File: src/rtl/ee201_timing_pkg.sv
// Shared timing definitions for the ee201 game-timing blocks.
package ee201_timing_pkg;

  typedef enum logic [1:0] {
    ST_IDLE = 2'd0,
    ST_RUN  = 2'd1,
    ST_DONE = 2'd2
  } sched_state_t;

  localparam int unsigned DIV_60HZ       = 1666667;
  localparam int unsigned DIV_1KHZ       = 100000;
  localparam int unsigned CWIDTH_DEFAULT = 8;

endpackage

File: src/rtl/ee201_tick_prescaler.sv
// Free-running prescaler: one registered Tick pulse every PRESCALE enabled clocks.
module ee201_tick_prescaler
  import ee201_timing_pkg::*;
#(
  parameter int unsigned PRESCALE = DIV_60HZ,
  parameter int unsigned PWIDTH   = 21
) (
  input  logic Clk,
  input  logic Reset,
  input  logic Enable,
  output logic Tick
);

  localparam logic [PWIDTH-1:0] PMAX = PWIDTH'(PRESCALE - 1);

  logic [PWIDTH-1:0] pcount;

  // count is frozen while disabled, and no tick escapes
  always_ff @(posedge Clk or negedge Reset) begin
    if (!Reset) begin
      pcount <= '0;
      Tick   <= 1'b0;
    end else if (Enable) begin
      if (pcount == PMAX) begin
        pcount <= '0;
        Tick   <= 1'b1;
      end else begin
        pcount <= pcount + PWIDTH'(1);
        Tick   <= 1'b0;
      end
    end else begin
      Tick <= 1'b0;
    end
  end

endmodule

File: src/rtl/ee201_tick_scheduler.sv
// Shared delay timer: round-robin grants one requester at a time a delay of
// Count ticks and pulses Done to the owner when it expires.
module ee201_tick_scheduler
  import ee201_timing_pkg::*;
#(
  parameter int unsigned PRESCALE = DIV_60HZ,
  parameter int unsigned PWIDTH   = 21,
  parameter int unsigned NCH      = 4,
  parameter int unsigned CWIDTH   = CWIDTH_DEFAULT
) (
  input  logic                  Clk,
  input  logic                  Reset,
  input  logic                  Enable,
  input  logic                  Cancel,
  input  logic [NCH-1:0]        Req,
  input  logic [NCH*CWIDTH-1:0] Count,
  output logic [NCH-1:0]        Ack,
  output logic [NCH-1:0]        Done,
  output logic                  Busy,
  output logic [2:0]            Owner,
  output logic                  Tick
);

  localparam int unsigned OW = 3;

  sched_state_t      state, state_n;
  logic [CWIDTH-1:0] rem, rem_n, gcnt;
  logic [OW-1:0]     last, last_n, owner_n, gsel;
  logic [NCH-1:0]    ack_n, done_n;
  logic              gvalid;
  int unsigned       rr_idx;

  ee201_tick_prescaler #(
    .PRESCALE (PRESCALE),
    .PWIDTH   (PWIDTH)
  ) u_prescaler (
    .Clk    (Clk),
    .Reset  (Reset),
    .Enable (Enable),
    .Tick   (Tick)
  );

  // round-robin search starting one past the last granted channel
  always_comb begin
    gvalid = 1'b0;
    gsel   = '0;
    gcnt   = '0;
    rr_idx = 0;
    for (int unsigned k = 1; k <= NCH; k++) begin
      rr_idx = (32'(last) + k) % NCH;
      if (!gvalid && |(Req & (NCH'(1) << rr_idx))) begin
        gvalid = 1'b1;
        gsel   = OW'(rr_idx);
        gcnt   = CWIDTH'(Count >> (rr_idx * CWIDTH));
      end
    end
  end

  // next state and next values of the registered outputs
  always_comb begin
    state_n = state;
    rem_n   = rem;
    last_n  = last;
    owner_n = Owner;
    ack_n   = '0;
    done_n  = '0;
    unique case (state)
      ST_IDLE: begin
        if (gvalid) begin
          owner_n = gsel;
          last_n  = gsel;
          rem_n   = gcnt;
          ack_n   = NCH'(1) << gsel;
          state_n = (gcnt == '0) ? ST_DONE : ST_RUN;
        end
      end
      ST_RUN: begin
        if (Cancel) begin
          state_n = ST_IDLE;
          rem_n   = '0;
        end else if (Tick) begin
          rem_n = rem - CWIDTH'(1);
          if (rem == CWIDTH'(1)) state_n = ST_DONE;
        end
      end
      ST_DONE: begin
        state_n = ST_IDLE;
        rem_n   = '0;
        if (!Cancel) done_n = NCH'(1) << Owner;
      end
      default: state_n = ST_IDLE;
    endcase
  end

  always_ff @(posedge Clk or negedge Reset) begin
    if (!Reset) begin
      state <= ST_IDLE;
      rem   <= '0;
      last  <= OW'(NCH - 1);
      Owner <= '0;
      Ack   <= '0;
      Done  <= '0;
    end else begin
      state <= state_n;
      rem   <= rem_n;
      last  <= last_n;
      Owner <= owner_n;
      Ack   <= ack_n;
      Done  <= done_n;
    end
  end

  assign Busy = (state != ST_IDLE);

endmodule
File: config.mk
export PLATFORM = sky130hd
export DESIGN_NAME = ee201_tick_scheduler
export DESIGN_NICKNAME = d
export VERILOG_FILES = /design/src/rtl/ee201_timing_pkg.sv /design/src/rtl/ee201_tick_prescaler.sv /design/src/rtl/ee201_tick_scheduler.sv
export SDC_FILE = /design/constraint.sdc
export NUM_CORES = 1
export LEC_CHECK = 0
export BUFFER_PORTS_ARGS = -buffer_cell sky130_fd_sc_hd__buf_2
export CAP_MARGIN = 0
export CELL_PAD_IN_SITES_DETAIL_PLACEMENT = 1
export CELL_PAD_IN_SITES_GLOBAL_PLACEMENT = 1
export CORE_AREA = 2 2 113 115
export DETAILED_ROUTE_END_ITERATION = 12
export DIE_AREA = 0 0 115 117
export GPL_ROUTABILITY_DRIVEN = 0
export PLACE_DENSITY = 0.58
export SETUP_SLACK_MARGIN = 0.15
export SLEW_MARGIN = 25
export SYNTH_ARGS = -nofsm -noshare
export SYNTH_HDL_FRONTEND = slang
export SYNTH_HIERARCHICAL = 1
export SYNTH_SLANG_ARGS = --single-unit
File: constraint.sdc
create_clock -name Clk -period 10.3 [get_ports Clk]
set_clock_uncertainty 0.15 [all_clocks]
set_input_delay 2.06 -clock Clk [delete_from_list [all_inputs] [get_ports Clk]]
set_output_delay 2.06 -clock Clk [all_outputs]
set_load 0.02 [all_outputs]
* Word-level counts from Yosys, hierarchy flattened *
Index checks and enable logic that the tools add are counted.

word-level totals
  bits in registers = 45
  bits of input ports = 40
  output and inout bits = 13
  word-level logic and storage cells = 81

cells by class
  add/sub/neg operators = 6
  equality and inequality tests = 7
  shift operators = 10
  muxes and demuxes = 29
  bitwise logic cells = 4
  reduce and logical (&&, ||, !) cells = 17

operator list
  kind                     count
  $shr A32 B5 Y8           4
  $mux W8                  7
  $pmux W8 S3              1
  $add A21 B1 Y21 const B  1
  $eq A21 B21 Y1 const B   1
  $mux W21                 1
  $and A4 B4 Y4            4
  $mux W4                  4
  $reduce_or A4 Y1         4
  $shl A1 B2 Y4 const A    4
  $mux W2                  7
  $eq A8 B1 Y1 const B     1
  $logic_not A8 Y1         1
  $shl A1 B3 Y4 const A    2
  $sub A8 B1 Y8 const B    1
  $mux W1                  6
  $mux W3                  2
  $reduce_and A3 Y1        2
  $add A2 B1 Y2 const B    2
  $add A2 B2 Y2 const B    2
  $pmux W2 S2              1
  $logic_and A1 B1 Y1      3
  $logic_not A1 Y1         3
  $ne A3 B2 Y1 const B     1
  other kinds (8)          8

* Logic depth before layout (Yosys ltp) *
Gate-level depths: netlist of run 1.

  word-level depth = 18
  depth in mapped cells = 14
  gate-level depth less buffers = 9

* By module *
Netlist of run 1, hierarchy kept.

by module, submodules not included
  module                instances  cells an instance  area an instance (um^2)  seq. area each (um^2)
  ee201_tick_scheduler  1          244                2572.5                   553.0
  ee201_tick_prescaler  1          123                1233.7                   550.5

* Least setup slack after synthesis of run 1 *
No wires, ideal clock.

  path kind = input to register
  from = in Req[3]
  to = reg state[0]
  library setup time = 0.119 ns
  arrival = 3.553 ns
  required time = 10.031 ns
  setup slack = 6.479 ns
  stages = 7
  path buffers = 0
  cells stage by stage = a22o_1 a211oi_2 nand3_1 a2bb2oi_1 nor4_2 nand4_1 a21o_2

on the way
  longest elaborated chain between the ends = 16
  elaborated cells between the ends (all ways) = 28
  those cells by class = eq/ne (1); mux (11); bitwise (4); reduce/logical (12)

RTL lines
  what                  RTL line                     text
  from (decl)           ee201_tick_scheduler.sv:15   input logic [NCH-1:0] Req,
  $and A4 B4 Y4         ee201_tick_scheduler.sv:51   if (!gvalid && |(Req & (NCH'(1) << rr_idx))) begin
  $reduce_or A4 Y1      ee201_tick_scheduler.sv:51
  $mux W1               ee201_tick_scheduler.sv:51
  $logic_not A1 Y1      ee201_tick_scheduler.sv:51
  $logic_and A1 B1 Y1   ee201_tick_scheduler.sv:51
  $mux W1               ee201_tick_scheduler.sv:51
  $logic_not A1 Y1      ee201_tick_scheduler.sv:51
  $logic_and A1 B1 Y1   ee201_tick_scheduler.sv:51
  $mux W1               ee201_tick_scheduler.sv:51
  $logic_not A1 Y1      ee201_tick_scheduler.sv:51
  $logic_and A1 B1 Y1   ee201_tick_scheduler.sv:51
  $mux W8               ee201_tick_scheduler.sv:51
  $logic_not A8 Y1      ee201_tick_scheduler.sv:74   state_n = (gcnt == '0) ? ST_DONE : ST_RUN;
  $mux W2               ee201_tick_scheduler.sv:74
  $mux W2               ee201_tick_scheduler.sv:69   if (gvalid) begin
  $pmux W2 S2           ee201_tick_scheduler.sv:67   unique case (state)
  to (signal assigned)  ee201_tick_scheduler.sv:104  state <= state_n;
  to (decl)             ee201_tick_scheduler.sv:26   sched_state_t state, state_n;

Several ways; a longest one is shown, not always the timed one. The select of a mux whose other input is x is not followed.
A chain may end at the register's enable or synchronous reset.

* Final worst setup path of run 1 *
  from = in Req[2]
  to = reg state[0]

Same word-level chain as after synthesis.

==> impl_metrics.ini, run 1 <==
[outcome]
outcome = complete, no violations

[placed_design]
dp_slack_ns = 5.641
portBuffers = 51
placed_cell_area_um2 = 4091
hpwl_um = 7551

[cells_and_area]
num_antenna_cells = 0
multi_input_area_um2 = 2485
final_area_um2 = 4255
seq_area_um2 = 1104
nNetsFinal = 462
drive_above_1_share_pct = 25.79
syn2layout_area_growth_pct = 11.80
fillers = 1419

[synth]
synth.most_common_cell = dfrtp_1
synthArstFlopShare_pct = 100.0
synth_nets = 419
synth_area_um2 = 3806
synth_top_family_by_area = multiplexers
muxShareOfSynthArea_pct = 20.41
synthFlopType = dfrtp_1
synthAdderAreaFrac_pct = 3.945
synth_edf_count = 0
synth_area_leader_cell = dfrtp_1
syn_inst = 367
synth_compound_area_share_pct = 17.69
synthSimpleGateAreaFrac_pct = 20.15
synth.top_cell.area_share_pct = 27.61
seq_area_frac_synth_pct = 28.99
synthTopCellsByArea = dfrtp_1, mux4_2, mux4_1
synth.avg_cell_area_um2 = 10.37
ys_ff_latch = 44
ys_types = 75
synthXorXnorAreaFrac_pct = 2.991
yosys-top-cells-count = dfrtp_1, nor2_1, nand2_1, o21ai_0, mux4_2
yosys_warnings = 6

[sta]
period_share_pct = 42.00
slew_headroom_pct = 36.56
rsz0062_at_grt = no
finalSetupViolCount = 0
max_slew.worst_pin.slew_ns = 0.9459
whs_ns = 0.3550
slew_violations = 0
fmax_mhz = 231.2
finalSetupTns_ns = 0
period_needed_ns = 4.326
fin_ws_ns = 5.974
hold_viol = 0

[power]
power_mw = 1.236
powerDensity_nw_per_um2 = 290.4
vdd_drop_max_mv = 0.1262
leakage_nw = 1.834

[route]
routed_wirelength_um = 10010
firstDrtPassIters = 4
wl_per_cell_um = 17.85
ant_nets = 0
wl_met2_um = 4791
wl_met1_um = 4688
topRoutingLayerUsed = met4
drc_errors = 0
first_iter_violations = 129
drt-vias-per-instance = 5.693
wl_met3_um = 365
vias = 3194

[worst_hold_path]
worstHoldPathType = flip-flop to flip-flop
min_path_cells = 2

[global_route]
grt_overflow = 0
first_global_vias = 3284
track_usage_pct = 15.62
grt_pass1_wl_um = 16760
grt_max_degree = 45
antenna_found_initial = 0

[setup_path]
r2r_cells = 10
arrival_ns = 4.35
worst-setup-path-type = input pin to flip-flop
startpoint_type = input pin
crit_required_ns = 10.33
cp_max_fo = 15
end_kind = flip-flop

[floorplan]
die_height_um = 117
coreArea_um2 = 12310
start_util_pct = 30.91
row_count = 41
die_x_um = 115
ios = 53
die_area_um2 = 13460

[clocking]
ctsResizeCount = 0
ctsRootBufferMaster = clkbuf_16
cts_hold_buf = 0
clock_path_buffers = 2
clk_pin_slew_ns = 0.07
post_cts_buffers = 0
clock_latency_ns = 0.29
clock_sinks = 44
ctsHtreeMaxLevel = 2
cts_tree = done
cts-buffers-inserted = 5

[job]
cap_violations = 0
## layer usage
layer,GRT usage (%),vias up
met4,4.096,0
met1,21.18,1604
met3,1.854,13
met5,0,-
li1,-,1514
met2,26.67,63
## where the power goes
group | internal, mW | total, mW | switching [mW]
registers | 0.218 | 0.277 | 0.0598
logic | 0.343 | 0.777 | 0.434
clock network | 0.114 | 0.181 | 0.0671
total | 0.674 | 1.24 | 0.561
## critical path: stages
cell and delay [ns]:
buf_2 0.13, a22oi_1 0.31, and2_0 0.66, nand3_1 0.29, a2bb2oi_1 0.23, nor4_2 0.28
nand4_1 0.16, a21o_2 0.22
## path summary, 6_finish.rpt
kind	startpoint	to	slack, ns
worst max-delay path	Req[2]	state[0]$_DFFE_PN0P_	5.97
worst min-delay path	rem[6]$_DFFE_PN0P_	rem[6]$_DFFE_PN0P_	0.36
worst max register to register	last[0]$_DFFE_PN1P_	state[0]$_DFFE_PN0P_	6.45
worst min register to register	rem[6]$_DFFE_PN0P_	rem[6]$_DFFE_PN0P_	0.36
max in group asynchronous	Reset	Ack[2]$_DFF_PN0_	7.89
min in group asynchronous	Reset	rem[5]$_DFFE_PN0P_	1.71
## layout by cell type (no fill, tap or decap), types with 6 or more instances in the layout
cell type / n
a21oi_1: 12
a22oi_1: 11
and3_1: 6
buf_2: 51
dfrtp_1: 42
ha_1: 12
inv_1: 12
mux2i_1: 7
mux4_1: 10
mux4_2: 16
nand2_1: 26
nand3_1: 14
nand4_1: 9
nor2_1: 33
nor3_1: 10
o21ai_0: 26
xnor2_1: 8
## cell type report
cell class / count / share of cell area (%)
Sequential cell: 44 / 25.93
Clock buffer: 6 / 3.029
Clock inverter: 2 / 0.8233
Timing Repair Buffer: 53 / 6.351
Inverter: 12 / 1.059
Tap cell: 150 / 4.410
Multi-Input combinational cell: 294 / 58.39
## stage by stage
stage / utilization (%) / instances
final: 34.56 / 561
after global routing: 34.56 / 561
after CTS: 34.56 / 561
after detailed placement: 33.23 / 553
after global placement: 33.23 / 553
after floorplan: - / 367
## cell families (layout without fill, tap and decap cells)
| group | count (synthesis) | in the layout |
|---|---|---|
| compound gates | 93 | 93 |
| xor+xnor | 13 | 13 |
| fa+ha+maj | 12 | 12 |
| buf+inv | 29 | 73 |
| flops | 44 | 44 |
| mux | 38 | 38 |
| other cells | 1 | 1 |
| simple gates | 137 | 137 |
## registers in the layout (all words and copies together), names as in the netlist
register,cells
Done,4
last,2
u_prescaler/pcount,21
Owner,2
u_prescaler/Tick,1
state,2
rem,8
Ack,4
Power figures use the tool's default switching activity.
==> run 2, diff against run 1 <==
--- a/config.mk
+++ b/config.mk
@@ -13,7 +13,7 @@
 export DETAILED_ROUTE_END_ITERATION = 12
 export DIE_AREA = 0 0 115 117
 export GPL_ROUTABILITY_DRIVEN = 0
-export PLACE_DENSITY = 0.58
+export PLACE_DENSITY = 0.6
 export SETUP_SLACK_MARGIN = 0.15
 export SLEW_MARGIN = 25
 export SYNTH_ARGS = -nofsm -noshare
==> constraint.sdc (replaced) <==
create_clock -name Clk -period 3.6 [get_ports Clk]
set_clock_uncertainty 0.15 [all_clocks]
set_input_delay 0.72 -clock Clk [delete_from_list [all_inputs] [get_ports Clk]]
set_output_delay 0.72 -clock Clk [all_outputs]
set_load 0.02 [all_outputs]
==> run 2 against run 1 <==
  * Core utilization rose by 0.23 points
  * Via count is 1.0% higher
  * Global-route usage is 0.46 points higher
  * Critical path depth up 1
  * Critical path type is now flip-flop to flip-flop
  * Critical endpoint is now state[1]$_DFFE_PN0P_
  * Sequential power rose to 2.7 times the previous value
==> impl_metrics.ini, run 2 (synthesis gave the netlist of run 1 again) <==
[setup_path]
crit_required_ns = 3.64
end_kind = flip-flop
rrSetupSlack_ns = 0.40
arrival_ns = 3.24
startpoint_type = flip-flop
worst-setup-path-type = flip-flop to flip-flop
cp_max_fo = 19

[global_route]
track_usage_pct = 16.08
first_global_vias = 3308
grt_overflow = 0
antenna_found_initial = 0
grt_pass1_wl_um = 17130
grt_max_degree = 44

[sta]
slew_violations = 0
fin_ws_ns = 0.3965
max_slew.worst_pin.slew_ns = 0.7722
slew_headroom_pct = 48.52
finalSetupViolCount = 0
period_share_pct = 88.99
fmax_mhz = 312.2
rsz0062_at_grt = no
finalSetupTns_ns = 0
hold_viol = 0
whs_ns = 0.2648
period_needed_ns = 3.204

[cells_and_area]
largest-register = u_prescaler/pcount
syn2layout_area_growth_pct = 12.56
largest_register_ffs = 21
final_cell_mix = buf_2, dfrtp_1, nor2_1, nand2_1, o21ai_0
num_antenna_cells = 0
stdcell_count = 567
reg_top3 = u_prescaler/pcount (21), rem (8)
final_area_um2 = 4284
final_util_pct = 34.80
nNetsFinal = 469
layout_commonest_cell = buf_2
drive_above_1_share_pct = 27.34

[worst_hold_path]
worstHoldPathType = input pin to asynchronous set/reset pin

[placed_design]
portBuffers = 51
hpwl_um = 7887
placed_cell_area_um2 = 4144
place_inst = 560
dp_slack_ns = 0.3619

[route]
first_iter_violations = 177
firstDrtPassIters = 4
vias = 3226
wl_per_cell_um = 18.30
drc_errors = 0
drt-vias-per-instance = 5.690
routed_wirelength_um = 10370
ant_nets = 0

[clocking]
ctsHtreeMaxLevel = 2
ctsRootBufferMaster = clkbuf_16
post_cts_buffers = 0
cts_hold_buf = 0
clock_path_buffers = 2
cts-buffers-inserted = 5
clock_latency_ns = 0.28
cts_tree = done
clock_sinks = 44
clk_pin_slew_ns = 0.06

[power]
vdd_drop_max_mv = 0.3286
power_mw = 3.547
powerDensity_nw_per_um2 = 828.0
leakage_nw = 1.855

[floorplan]
die_area_um2 = 13460
start_util_pct = 30.91
coreArea_um2 = 12310
die_x_um = 115
row_count = 41
ios = 53
die_height_um = 117

[outcome]
outcome = complete, no violations

[job]
cap_violations = 0
==> run 2: cell count changes in the layout (fill, tap and decap cells not counted), sizes merged <==
cell / before / now
bufinv: 1 / 0
buf: 53 / 60
clkinvlp: 0 / 1
clkbuf: 6 / 5
==> run 2: power breakdown <==
part | leakage (nW) | internal [mW] | total [mW] | switching, mW
logic | 1.22 | 1.04 | 2.36 | 1.32
registers | 0.571 | 0.621 | 0.749 | 0.127
clock network | 0.0657 | 0.252 | 0.438 | 0.186
total | 1.85 | 1.92 | 3.55 | 1.63
==> run 2: path summary, 6_finish.rpt <==
kind,from,endpoint,depth (start not counted)
setup reg to reg,last[1]$_DFFE_PN1P_,state[1]$_DFFE_PN0P_,9
min in group Clk,rem[6]$_DFFE_PN0P_,rem[6]$_DFFE_PN0P_,2
hold / removal,Reset,rem[5]$_DFFE_PN0P_,1
max in group asynchronous,Reset,last[1]$_DFFE_PN1P_,2
setup / recovery,last[1]$_DFFE_PN1P_,state[1]$_DFFE_PN0P_,9
hold reg to reg,rem[6]$_DFFE_PN0P_,rem[6]$_DFFE_PN0P_,2
==> run 2: what timing repair did <==
item                                    4_1_cts  5_1_grt
endpoints found under the hold margin         0        0
gates resized for setup                       0        1
endpoints found under the setup margin        0        1
==> run 2: cell type report <==
class | instances | area (µm²)
repair buffers | 60 | 325.3
fillers | 1422 | 8028
inverters | 12 | 45.04
multi-input cells | 294 | 2485
clock inverters | 2 | 12.51
clock buffers | 5 | 125.1
flip-flops and latches | 44 | 1104
well taps | 150 | 187.7
==> run 2: worst max-delay path: stages, from the launching register on <==
cell,delay [ns]
dfstp_2,0.54
inv_1,0.06
ha_1,0.78
mux4_2,0.41
a21o_1,0.18
o2111ai_2,0.07
a2bb2oi_1,0.12
nor4_2,0.34
nand4_1,0.19
a221oi_2,0.25
==> run 2: metal layers <==
layer	share of wire [%]	vias to the layer above	track usage (%)
met3	3.5	6	2.420
met1	47	1644	21.81
met2	49	49	27.37
met5	0	-	0
li1	-	1527	-
met4	0.84	0	3.534
==> run 3, diff against run 2 <==
--- a/config.mk
+++ b/config.mk
@@ -14,6 +14,7 @@
 export DIE_AREA = 0 0 115 117
 export GPL_ROUTABILITY_DRIVEN = 0
 export PLACE_DENSITY = 0.6
+export REMOVE_ABC_BUFFERS = 1
 export SETUP_SLACK_MARGIN = 0.15
 export SLEW_MARGIN = 25
 export SYNTH_ARGS = -nofsm -noshare
==> run 3 against run 2 <==
  * Sequential cell count did not move
  * Count of clock-buffer cells in the layout is 1 higher
  * Critical path depth did not move
  * Sequential power increased by 0.7%
  * Final area grew 0.79%
  * First-iteration DRC count down 29%
  * Clock power grew 17%
  * Combinational power hardly changed
  * Worst setup slack lost 0.011 ns
  * Worst hold slack improved by 0.0094 ns
  * Non-clock buffer count increased by 1
  * Cell count grew 0.35%
  * Critical path type unchanged
==> impl_metrics.ini, run 3 (synthesis gave the netlist of run 1 again) <==
[setup_path]
worst-setup-path-type = flip-flop to flip-flop
cp_max_fo = 14
startpoint_type = flip-flop
arrival_ns = 3.26
end_kind = flip-flop
rrSetupSlack_ns = 0.39
worstReg2RegStart = last[1]$_DFFE_PN1P_
crit_required_ns = 3.64
crit_start = last[1]$_DFFE_PN1P_
r2r_cells = 9
worst_r2r_endpoint = state[1]$_DFFE_PN0P_
crit_path_end = state[1]$_DFFE_PN0P_

[cells_and_area]
largest-register = u_prescaler/pcount
syn2layout_area_growth_pct = 13.45
final_cell_mix = buf_2, dfrtp_1, nor2_1, nand2_1, o21ai_0
reg_top3 = u_prescaler/pcount (21), rem (8)
layout_commonest_cell = buf_2
num_antenna_cells = 0
stdcell_count = 569
largest_register_ffs = 21
nNetsFinal = 470
drive_above_1_share_pct = 27.21

[clocking]
clock_latency_ns = 0.28
post_cts_buffers = 0
clk_pin_slew_ns = 0.06
clock_sinks = 44
cts_tree = done
clock_path_buffers = 2
ctsHtreeMaxLevel = 2
cts_hold_buf = 0
cts-buffers-inserted = 5
ctsResizeCount = 0
ctsRootBufferMaster = clkbuf_16

[worst_hold_path]
worstHoldPathType = input pin to asynchronous set/reset pin

[sta]
fmax_mhz = 311.0
period_needed_ns = 3.215
finalSetupViolCount = 0
finalSetupTns_ns = 0
whs_ns = 0.2743
period_share_pct = 89.30
slew_headroom_pct = 44.27
max_slew.worst_pin.slew_ns = 0.8309
hold_viol = 0
slew_violations = 0
rsz0062_at_grt = no

[route]
routed_wirelength_um = 9930
firstDrtPassIters = 4
drc_errors = 0
ant_nets = 0
drt-vias-per-instance = 5.708
wl_per_cell_um = 17.45
vias = 3248
first_iter_violations = 125

[power]
switchingPower_mw = 1.625
vdd_drop_max_mv = 0.3046
leakage_nw = 1.873
clockPowerShare_pct = 14.1
seq_power_share_pct = 20.8
powerDensity_nw_per_um2 = 839.8
pwr-share-comb_pct = 65.1
p_int_mw = 2.002
p_sw_share_pct = 44.80
power_mw = 3.626

[global_route]
grt_max_degree = 45
track_usage_pct = 15.19
first_global_vias = 3229
grt_overflow = 0
grt_pass1_wl_um = 16350
antenna_found_initial = 0

[job]
cap_violations = 0

[floorplan]
die_area_um2 = 13460
start_util_pct = 30.91
ios = 53
die_x_um = 115
coreArea_um2 = 12310
row_count = 41
die_height_um = 117

[placed_design]
hpwl_um = 7624
portBuffers = 51
place_inst = 561

[outcome]
outcome = complete, no violations
==> run 3: changes by cell type in the layout (fill, tap and decap cells not counted), sizes merged <==
cell / delta
clkinvlp: -1
bufinv: +1
buf: +1
clkbuf: +1
==> run 3: worst min path at each step <==
stage | start | slack (ns) | cells past startpoint | end
floorplan | Reset | 0.27 | 0 | Ack[0]$_DFF_PN0_
global placement | rem[6]$_DFFE_PN0P_ | 0.34 | 2 | rem[6]$_DFFE_PN0P_
detailed placement | rem[6]$_DFFE_PN0P_ | 0.36 | 2 | rem[6]$_DFFE_PN0P_
CTS | Owner[1]$_DFFE_PN0P_ | 0.38 | 1 | Done[1]$_DFF_PN0_
global route | Reset | 0.32 | 1 | Ack[2]$_DFF_PN0_
finish | Reset | 0.27 | 1 | Ack[2]$_DFF_PN0_
==> run 3: layer usage <==
metal | vias to the layer above | part of all wire, % | global-route usage, %
li1 | 1528 | - | -
met3 | 10 | 3.3 | 1.854
met2 | 63 | 48 | 25.88
met1 | 1647 | 47 | 20.62
met4 | 0 | 1.2 | 3.855
met5 | - | 0 | 0
==> run 3: critical path, cell delays in order, from the launching register on <==
cell and delay (ns):
dfstp_2 0.57, inv_1 0.07, ha_1 0.70, buf_4 0.27, mux4_2 0.29, nand2_1 0.08, o211ai_1 0.23, a2111oi_4 0.30
nand4_1 0.22, a221oi_2 0.25
==> run 3: stage by stage <==
stage	setup slack, ns	util [%]	area [µm²]
detailed placement	0.4597	33.72	4151
global route	0.1986	35.07	4318
CTS	0.4200	35.05	4315
finish	0.3850	35.07	4318
floorplan	0.1324	-	3633
global placement	0.4346	33.72	4151
==> run 3: power by group through the flow <==
stage / Sequential, mW / Clock, mW / Combinational, mW
5_1_grt: 0.775 / 0.547 / 2.59
6_report: 0.754 / 0.512 / 2.36
3_3_place_gp: 0.757 / 0 / 2.32
2_1_floorplan: 0.853 / 0 / 1.60
3_5_place_dp: 0.760 / 0 / 2.36
4_1_cts: 0.753 / 0.526 / 2.37
==> run 3: cell type report <==
cell class / instances / area [µm²]
timing repair buffer: 61 / 332.8
clock inverter: 2 / 35.03
sequential: 44 / 1104
clock buffer: 6 / 128.9
tap: 150 / 187.7
fill: 1413 / 7994
multi-input combinational: 294 / 2485
inverter: 12 / 45.04
